## src/rtl/preg_free_list_pkg.sv

```systemverilog
// Shared rename-stage constants, pointer type and slot-compaction helper.
// Latency: n/a (types and a pure combinational function only).
// Backpressure: n/a.
package preg_free_list_pkg;

  localparam int FETCH_WIDTH  = 2;
  localparam int COMMIT_WIDTH = 2;
  localparam int NUM_PREG     = 64;
  localparam int NUM_CREG     = 32;
  localparam int PREG_W       = $clog2(NUM_PREG);
  localparam int FL_DEPTH     = NUM_PREG - NUM_CREG;
  localparam int IDX_W        = $clog2(FL_DEPTH);
  // One extra wrap bit so that full (count == FL_DEPTH) and empty are distinct.
  localparam int PTR_W        = IDX_W + 1;
  localparam int CNT_W        = PTR_W;

  // Widest slot mask any caller (free list, ROB allocator) hands to prefix_cnt.
  localparam int MASK_W       = 8;

  typedef logic [PTR_W-1:0]  fl_ptr_t;
  typedef logic [PREG_W-1:0] preg_t;
  typedef logic [MASK_W-1:0] mask_t;

  // Number of set bits in mask[k-1:0]; prefix_cnt(mask, width) is the full popcount.
  function automatic fl_ptr_t prefix_cnt(input mask_t mask, input int k);
    fl_ptr_t cnt;
    cnt = '0;
    for (int i = 0; i < MASK_W; i++) begin
      if (i < k && mask[i]) cnt = cnt + fl_ptr_t'(1);
    end
    return cnt;
  endfunction

endpackage

```

## src/rtl/preg_free_list_fl_ring.sv

```systemverilog
// Free-list storage: DEPTH x DAT_W flop array, RD_PORTS async reads, WR_PORTS writes.
// Latency: reads combinational; writes visible the cycle after the edge.
// Backpressure: none; callers guarantee write indices are distinct within a cycle.
// Ports: clk, resetn (async active-low), rd_idx_i/rd_dat_o per read port,
//        wr_en_i/wr_idx_i/wr_dat_i per write port. Reset loads entry i with INIT_BASE+i.
module fl_ring #(
  parameter int DEPTH     = 32,
  parameter int DAT_W     = 6,
  parameter int RD_PORTS  = 2,
  parameter int WR_PORTS  = 2,
  parameter int INIT_BASE = 32,
  localparam int IDX_W    = $clog2(DEPTH)
) (
  input  logic                               clk,
  input  logic                               resetn,
  input  logic [RD_PORTS-1:0][IDX_W-1:0]     rd_idx_i,
  output logic [RD_PORTS-1:0][DAT_W-1:0]     rd_dat_o,
  input  logic [WR_PORTS-1:0]                wr_en_i,
  input  logic [WR_PORTS-1:0][IDX_W-1:0]     wr_idx_i,
  input  logic [WR_PORTS-1:0][DAT_W-1:0]     wr_dat_i
);

  logic [DAT_W-1:0] ring_q [DEPTH];
  logic [DAT_W-1:0] ring_d [DEPTH];

  always_comb begin
    ring_d = ring_q;
    for (int w = 0; w < WR_PORTS; w++) begin
      if (wr_en_i[w]) ring_d[wr_idx_i[w]] = wr_dat_i[w];
    end
  end

  always_ff @(posedge clk or negedge resetn) begin
    if (!resetn) begin
      for (int i = 0; i < DEPTH; i++) ring_q[i] <= DAT_W'(INIT_BASE + i);
    end else begin
      ring_q <= ring_d;
    end
  end

  always_comb begin
    for (int r = 0; r < RD_PORTS; r++) rd_dat_o[r] = ring_q[rd_idx_i[r]];
  end

endmodule

```

## src/rtl/preg_free_list.sv

```systemverilog
// Physical register free list: grants up to FETCH_WIDTH pregs/cycle, reclaims commit's old pregs.
// Latency: grant ids and ready are combinational; pointers move at the next edge.
// Backpressure: alloc_ready_o low when fewer free entries than requested; no partial grant.
// Ports: clk, resetn (async active-low); alloc_valid_i/alloc_req_i -> alloc_ready_o/alloc_id_o;
//        commit_valid_i/commit_old_preg_i return pregs; flush_i rewinds speculative allocs;
//        free_count_o = tail - spec_head.
module preg_free_list
  import preg_free_list_pkg::*;
(
  input  logic                                 clk,
  input  logic                                 resetn,
  input  logic                                 alloc_valid_i,
  input  logic [FETCH_WIDTH-1:0]               alloc_req_i,
  output logic                                 alloc_ready_o,
  output logic [FETCH_WIDTH-1:0][PREG_W-1:0]   alloc_id_o,
  input  logic [COMMIT_WIDTH-1:0]              commit_valid_i,
  input  logic [COMMIT_WIDTH-1:0][PREG_W-1:0]  commit_old_preg_i,
  input  logic                                 flush_i,
  output logic [CNT_W-1:0]                     free_count_o
);

  if ((FL_DEPTH & (FL_DEPTH - 1)) != 0) begin : g_depth_not_pow2
    $error("FL_DEPTH must be a power of two");
  end

  // spec_head: next entry rename hands out; arch_head: oldest entry not yet
  // retired by commit; tail: next slot commit writes a released preg into.
  fl_ptr_t spec_head_q, spec_head_d;
  fl_ptr_t arch_head_q, arch_head_d;
  fl_ptr_t tail_q,      tail_d;

  fl_ptr_t free_count;
  fl_ptr_t alloc_cnt;
  fl_ptr_t commit_cnt;
  logic    alloc_ready;
  logic    fire;

  logic [FETCH_WIDTH-1:0][IDX_W-1:0]  rd_idx;
  logic [COMMIT_WIDTH-1:0][IDX_W-1:0] wr_idx;

  always_comb begin
    free_count  = tail_q - spec_head_q;
    alloc_cnt   = prefix_cnt(mask_t'(alloc_req_i), FETCH_WIDTH);
    commit_cnt  = prefix_cnt(mask_t'(commit_valid_i), COMMIT_WIDTH);
    // Uses the pre-commit count: frees landing this cycle are not bypassed.
    alloc_ready = (free_count >= alloc_cnt);
    fire        = alloc_valid_i & alloc_ready & ~flush_i;

    // Requesting slots are compacted onto consecutive ring entries.
    for (int k = 0; k < FETCH_WIDTH; k++) begin
      rd_idx[k] = IDX_W'(spec_head_q + prefix_cnt(mask_t'(alloc_req_i), k));
    end
    for (int j = 0; j < COMMIT_WIDTH; j++) begin
      wr_idx[j] = IDX_W'(tail_q + prefix_cnt(mask_t'(commit_valid_i), j));
    end

    tail_d      = tail_q + commit_cnt;
    arch_head_d = arch_head_q + commit_cnt;
    // Flush rewinds to the committed point including this cycle's retirements.
    if (flush_i)   spec_head_d = arch_head_d;
    else if (fire) spec_head_d = spec_head_q + alloc_cnt;
    else           spec_head_d = spec_head_q;
  end

  always_ff @(posedge clk or negedge resetn) begin
    if (!resetn) begin
      spec_head_q <= '0;
      arch_head_q <= '0;
      tail_q      <= fl_ptr_t'(FL_DEPTH);
    end else begin
      spec_head_q <= spec_head_d;
      arch_head_q <= arch_head_d;
      tail_q      <= tail_d;
    end
  end

  fl_ring #(
    .DEPTH     (FL_DEPTH),
    .DAT_W     (PREG_W),
    .RD_PORTS  (FETCH_WIDTH),
    .WR_PORTS  (COMMIT_WIDTH),
    .INIT_BASE (NUM_CREG)
  ) u_ring (
    .clk      (clk),
    .resetn   (resetn),
    .rd_idx_i (rd_idx),
    .rd_dat_o (alloc_id_o),
    .wr_en_i  (commit_valid_i),
    .wr_idx_i (wr_idx),
    .wr_dat_i (commit_old_preg_i)
  );

  assign alloc_ready_o = alloc_ready;
  assign free_count_o  = free_count;

  // Offsets measured from tail-FL_DEPTH so ring order becomes plain compare.
  fl_ptr_t ring_base, arch_off, spec_off, outstanding;
  always_comb begin
    ring_base   = tail_q - fl_ptr_t'(FL_DEPTH);
    arch_off    = arch_head_q - ring_base;
    spec_off    = spec_head_q - ring_base;
    outstanding = spec_head_q - arch_head_q;
  end

  always @(posedge clk) begin
    if (resetn) begin
      assert (free_count <= fl_ptr_t'(FL_DEPTH));
      assert (arch_off <= spec_off);
      assert (commit_cnt <= outstanding);
    end
  end

endmodule

```

## config.mk

```make
export PLATFORM = sky130hd
export DESIGN_NAME = preg_free_list
export DESIGN_NICKNAME = d
export VERILOG_FILES = /design/src/rtl/preg_free_list_pkg.sv /design/src/rtl/preg_free_list_fl_ring.sv /design/src/rtl/preg_free_list.sv
export SDC_FILE = /design/constraint.sdc
export NUM_CORES = 1
export LEC_CHECK = 0
export ABC_AREA = 0
export CAP_MARGIN = 5
export CORE_MARGIN = 8
export CORE_UTILIZATION = 40
export DETAILED_ROUTE_END_ITERATION = 6
export REMOVE_ABC_BUFFERS = 1
export SYNTH_ARGS = -nofsm -noshare
export SYNTH_HDL_FRONTEND = slang
export SYNTH_SLANG_ARGS = --single-unit
export TNS_END_PERCENT = 20
```

## constraint.sdc

```tcl
create_clock -name clk -period 4.4 [get_ports clk]
set_input_delay 0.44 -clock clk [delete_from_list [all_inputs] [get_ports clk]]
set_output_delay 0.44 -clock clk [all_outputs]
set_load 0.02 [all_outputs]
```

==> impl_metrics.json <==
{
  "status": "completed",
  "nFillCells": 3175,
  "synth_ff_type": "dfstp_2",
  "io_pins": 39,
  "cts_root_buf": "clkbuf_16",
  "timing.slew.headroom_pct": 22.73,
  "post_cts_buffers": 0,
  "drtPass1Iterations": 6,
  "synth_fa_ha_area_share_pct": 2.251,
  "synth-compound-area-share_pct": 7.347,
  "clk_path_buf_depth": 3,
  "cp_slowest_stage_delay_ns": 0.56,
  "setup_tns_ns": 0,
  "dp_hpwl_um": 30480,
  "clk_latency_ns": 0.53,
  "grt_overflow_total": 0,
  "synth_area_leaders": "dfstp_2 (21%), mux4_2 (19%), dfrtp_1 (17%)",
  "p_comb_share_pct": 54.5,
  "crit_required_ns": 3.96,
  "cp_common_cell": "ha_1",
  "yosysTopAreaCellShare_pct": 21.03,
  "finalWeightedCongestion": 0.9337,
  "arrival_ns": 3.73,
  "ys_ff_latch": 210,
  "synth_top_family_by_area": "multiplexers",
  "antenna_found_initial": 0,
  "min_period_ns": 4.170,
  "clk_pin_slew_worst_paths_ns": 0.06,
  "setup_viol": 0,
  "grt_use_total_pct": 21.15,
  "die_y_um": 203.9,
  "die_area_um2": 41560,
  "fmax_mhz": 239.8,
  "vias": 10340,
  "startpoint_type": "flip-flop",
  "layout_setup_ws_ns": 0.2296,
  "powerDensity_nw_per_um2": 878.7,
  "io_buffer_count": 38,
  "drt_wl_total_um": 44110,
  "clock-sinks": 210,
  "slowest_stage": "clkdlybuf4s50_1",
  "ys_types": 54,
  "rsz0062_at_grt": "false",
  "criticalPathCategory": "reg2out",
  "synthXorXnorAreaFrac_pct": 1.179,
  "switching_share_pct": 39.14,
  "wl_per_cell_um": 25.44,
  "synthCells": 1249,
  "cp_cell_sequence": "buf_4 -> ha_1 -> inv_1 -> fa_1 -> ha_1 -> a211oi_1 -> and3_1 -> nand2_1 -> clkdlybuf4s50_1",
  "drc": 0,
  "synth-async-reset-ratio_pct": 100.0,
  "cts_tree": "done",
  "fin_skew_ns": 0.008768,
  "yosys_warnings": 0,
  "core_region_area_um2": 35140,
  "post_layout_nonfiller_instances": 1734,
  "worstHoldPathType": "in2async",
  "grt_pass1_wl_um": 66940,
  "fin_nets": 1297,
  "design_area_um2": 15860,
  "rows": 69,
  "syn_area_um2": 14120,
  "irDropWorstVdd_mv": 0.5964,
  "cts_max_level": 1,
  "max_cap_viol_count": 0,
  "area_growth_pct": 12.37,
  "drtAntennaViolNets": 0,
  "final-hold-violation-count": 0,
  "avgSynthCellArea_um2": 11.30,
  "clkPwrFrac_pct": 14.7,
  "pwr-share-seq_pct": 30.8,
  "drt_iter0_drc": 975,
  "die_x_um": 203.9,
  "slew_viol_final": 0,
  "p_int_mw": 8.484,
  "synthMuxAreaShare_pct": 37.70,
  "place_ws_ns": 0.01759,
  "crit_fanout": 29,
  "layout_common_cells": "nand2_1 (149), mux2i_1 (147), mux4_2 (120)",
  "power_mw": 13.94,
  "min_period_over_period_pct": 94.78,
  "grt_pass1_vias": 10180,
  "placed_cells": 1686,
  "mostFrequentLayoutCell": "nand2_1",
  "vias_per_cell": 5.964,
  "worstMarginPinSlew_ns": 1.155,
  "dpl_cell_area_um2": 15030,
  "grt_max_degree": 117,
  "p_switching_mw": 5.455,
  "synth_edf_count": 0,
  "drive_gt1_share_pct": 30.50,
  "seq_area_frac_synth_pct": 38.23,
  "endpoint_kind": "output port",
  "synth-simple-area-share_pct": 9.634,
  "initial_utilization_pct": 40.18,
  "numCtsBuffers": 25,
  "p_leak_nw": 6.216,
  "synth_area_leader_cell": "dfstp_2"
}
[area by class of cell]
cell class              count  area [µm²]  share of cell area, %
diodes                      1       2.502                0.01577
clock buffers              39       748.2                  4.716
clock inverters             6       58.81                 0.3707
inverters                  23       86.33                 0.5442
multi-input cells         914        8227                  51.86
flip-flops and latches    210        5401                  34.05
well taps                 461       576.8                  3.636
repair buffers             80       763.2                  4.811
[what timing repair did]
action                                  CTS  global route
gates resized for setup                   0             1
endpoints found under the setup margin    0             3
endpoints found under the hold margin    18             0
hold buffers                              1             0
[cell families (layout without fill, tap and decap cells)]
family	Yosys count	in the layout
buffers and inverters	125	148
other	0	1
muxes	369	369
and+or+nand+nor	313	313
adders and majority gates	23	23
xor gates and xnor gates	19	19
AOI/OAI and AO/OA	190	190
DFF	210	210
[final timing paths]
path / start / to / slack (ns) / cells past startpoint
max: spec_head_q[0]$_DFFE_PN0P_ / alloc_ready_o / 0.23 / 9
min: resetn / u_ring.ring_q[187]$_DFF_PN0_ / 0.43 / 2
max reg2reg: spec_head_q[0]$_DFFE_PN0P_ / spec_head_q[4]$_DFFE_PN0P_ / 1.06 / 10
min reg2reg: tail_q[5]$_DFF_PN1_ / tail_q[5]$_DFF_PN1_ / 0.50 / 1
max in group asynchronous: resetn / spec_head_q[0]$_DFFE_PN0P_ / 2.88 / 3
min in group clk: tail_q[5]$_DFF_PN1_ / tail_q[5]$_DFF_PN1_ / 0.50 / 1
[worst max-delay path, delay by kind of cell (launching register included)]
family / cells / cell delay (ns)
buf+inv: 3 / 1.08
fa+ha+maj: 3 / 1.00
flops: 1 / 0.43
compound gates: 1 / 0.38
simple gates: 2 / 0.30
[power groups by stage]
stage	logic (mW)	registers (mW)	clock network [mW]
finish	7.60	4.29	2.05
global route	8.18	4.37	2.17
CTS	7.56	4.25	2.09
detailed placement	7.55	4.27	0
global placement	7.41	4.27	0
floorplan	5.26	3.93	0
[registers in the layout, indices dropped and copies added (netlist names)]
name           cells
arch_head_q        6
spec_head_q        6
tail_q             6
u_ring.ring_q    192
[per-layer routing]
| layer | track usage [%] | wire length [µm] |
|---|---|---|
| met1 | 28.07 | 18400 |
| met5 | 0 | 0 |
| met2 | 33.80 | 20720 |
| met3 | 3.408 | 2763 |
| met4 | 9.505 | 2222 |
[Yosys cell counts (4+ instances only)]
cell	n
nand2_1	149
mux2i_1	147
mux4_2	120
dfstp_2	113
dfrtp_1	97
nor2_1	92
o21ai_1	86
clkbuf_1	71
a21oi_1	65
mux2_2	52
mux2_1	50
buf_2	20
ha_1	19
inv_1	18
nand3_1	18
xnor2_1	11
and2_1	8
buf_1	8
nor2_2	8
o21ai_0	8
xor2_1	8
a31oi_1	6
nand2b_1	6
nor3_1	6
a21o_1	5
and3_1	4
fa_1	4
inv_2	4
o211ai_1	4
[stage by stage]
step                utilization, %  hold slack [ns]
floorplan                        -           0.1444
global placement             42.76           0.4312
detailed placement           42.76           0.4348
CTS                          45.09           0.4473
global route                 45.14           0.4686
finish                       45.15           0.4348
Power figures use the tool's default switching activity.
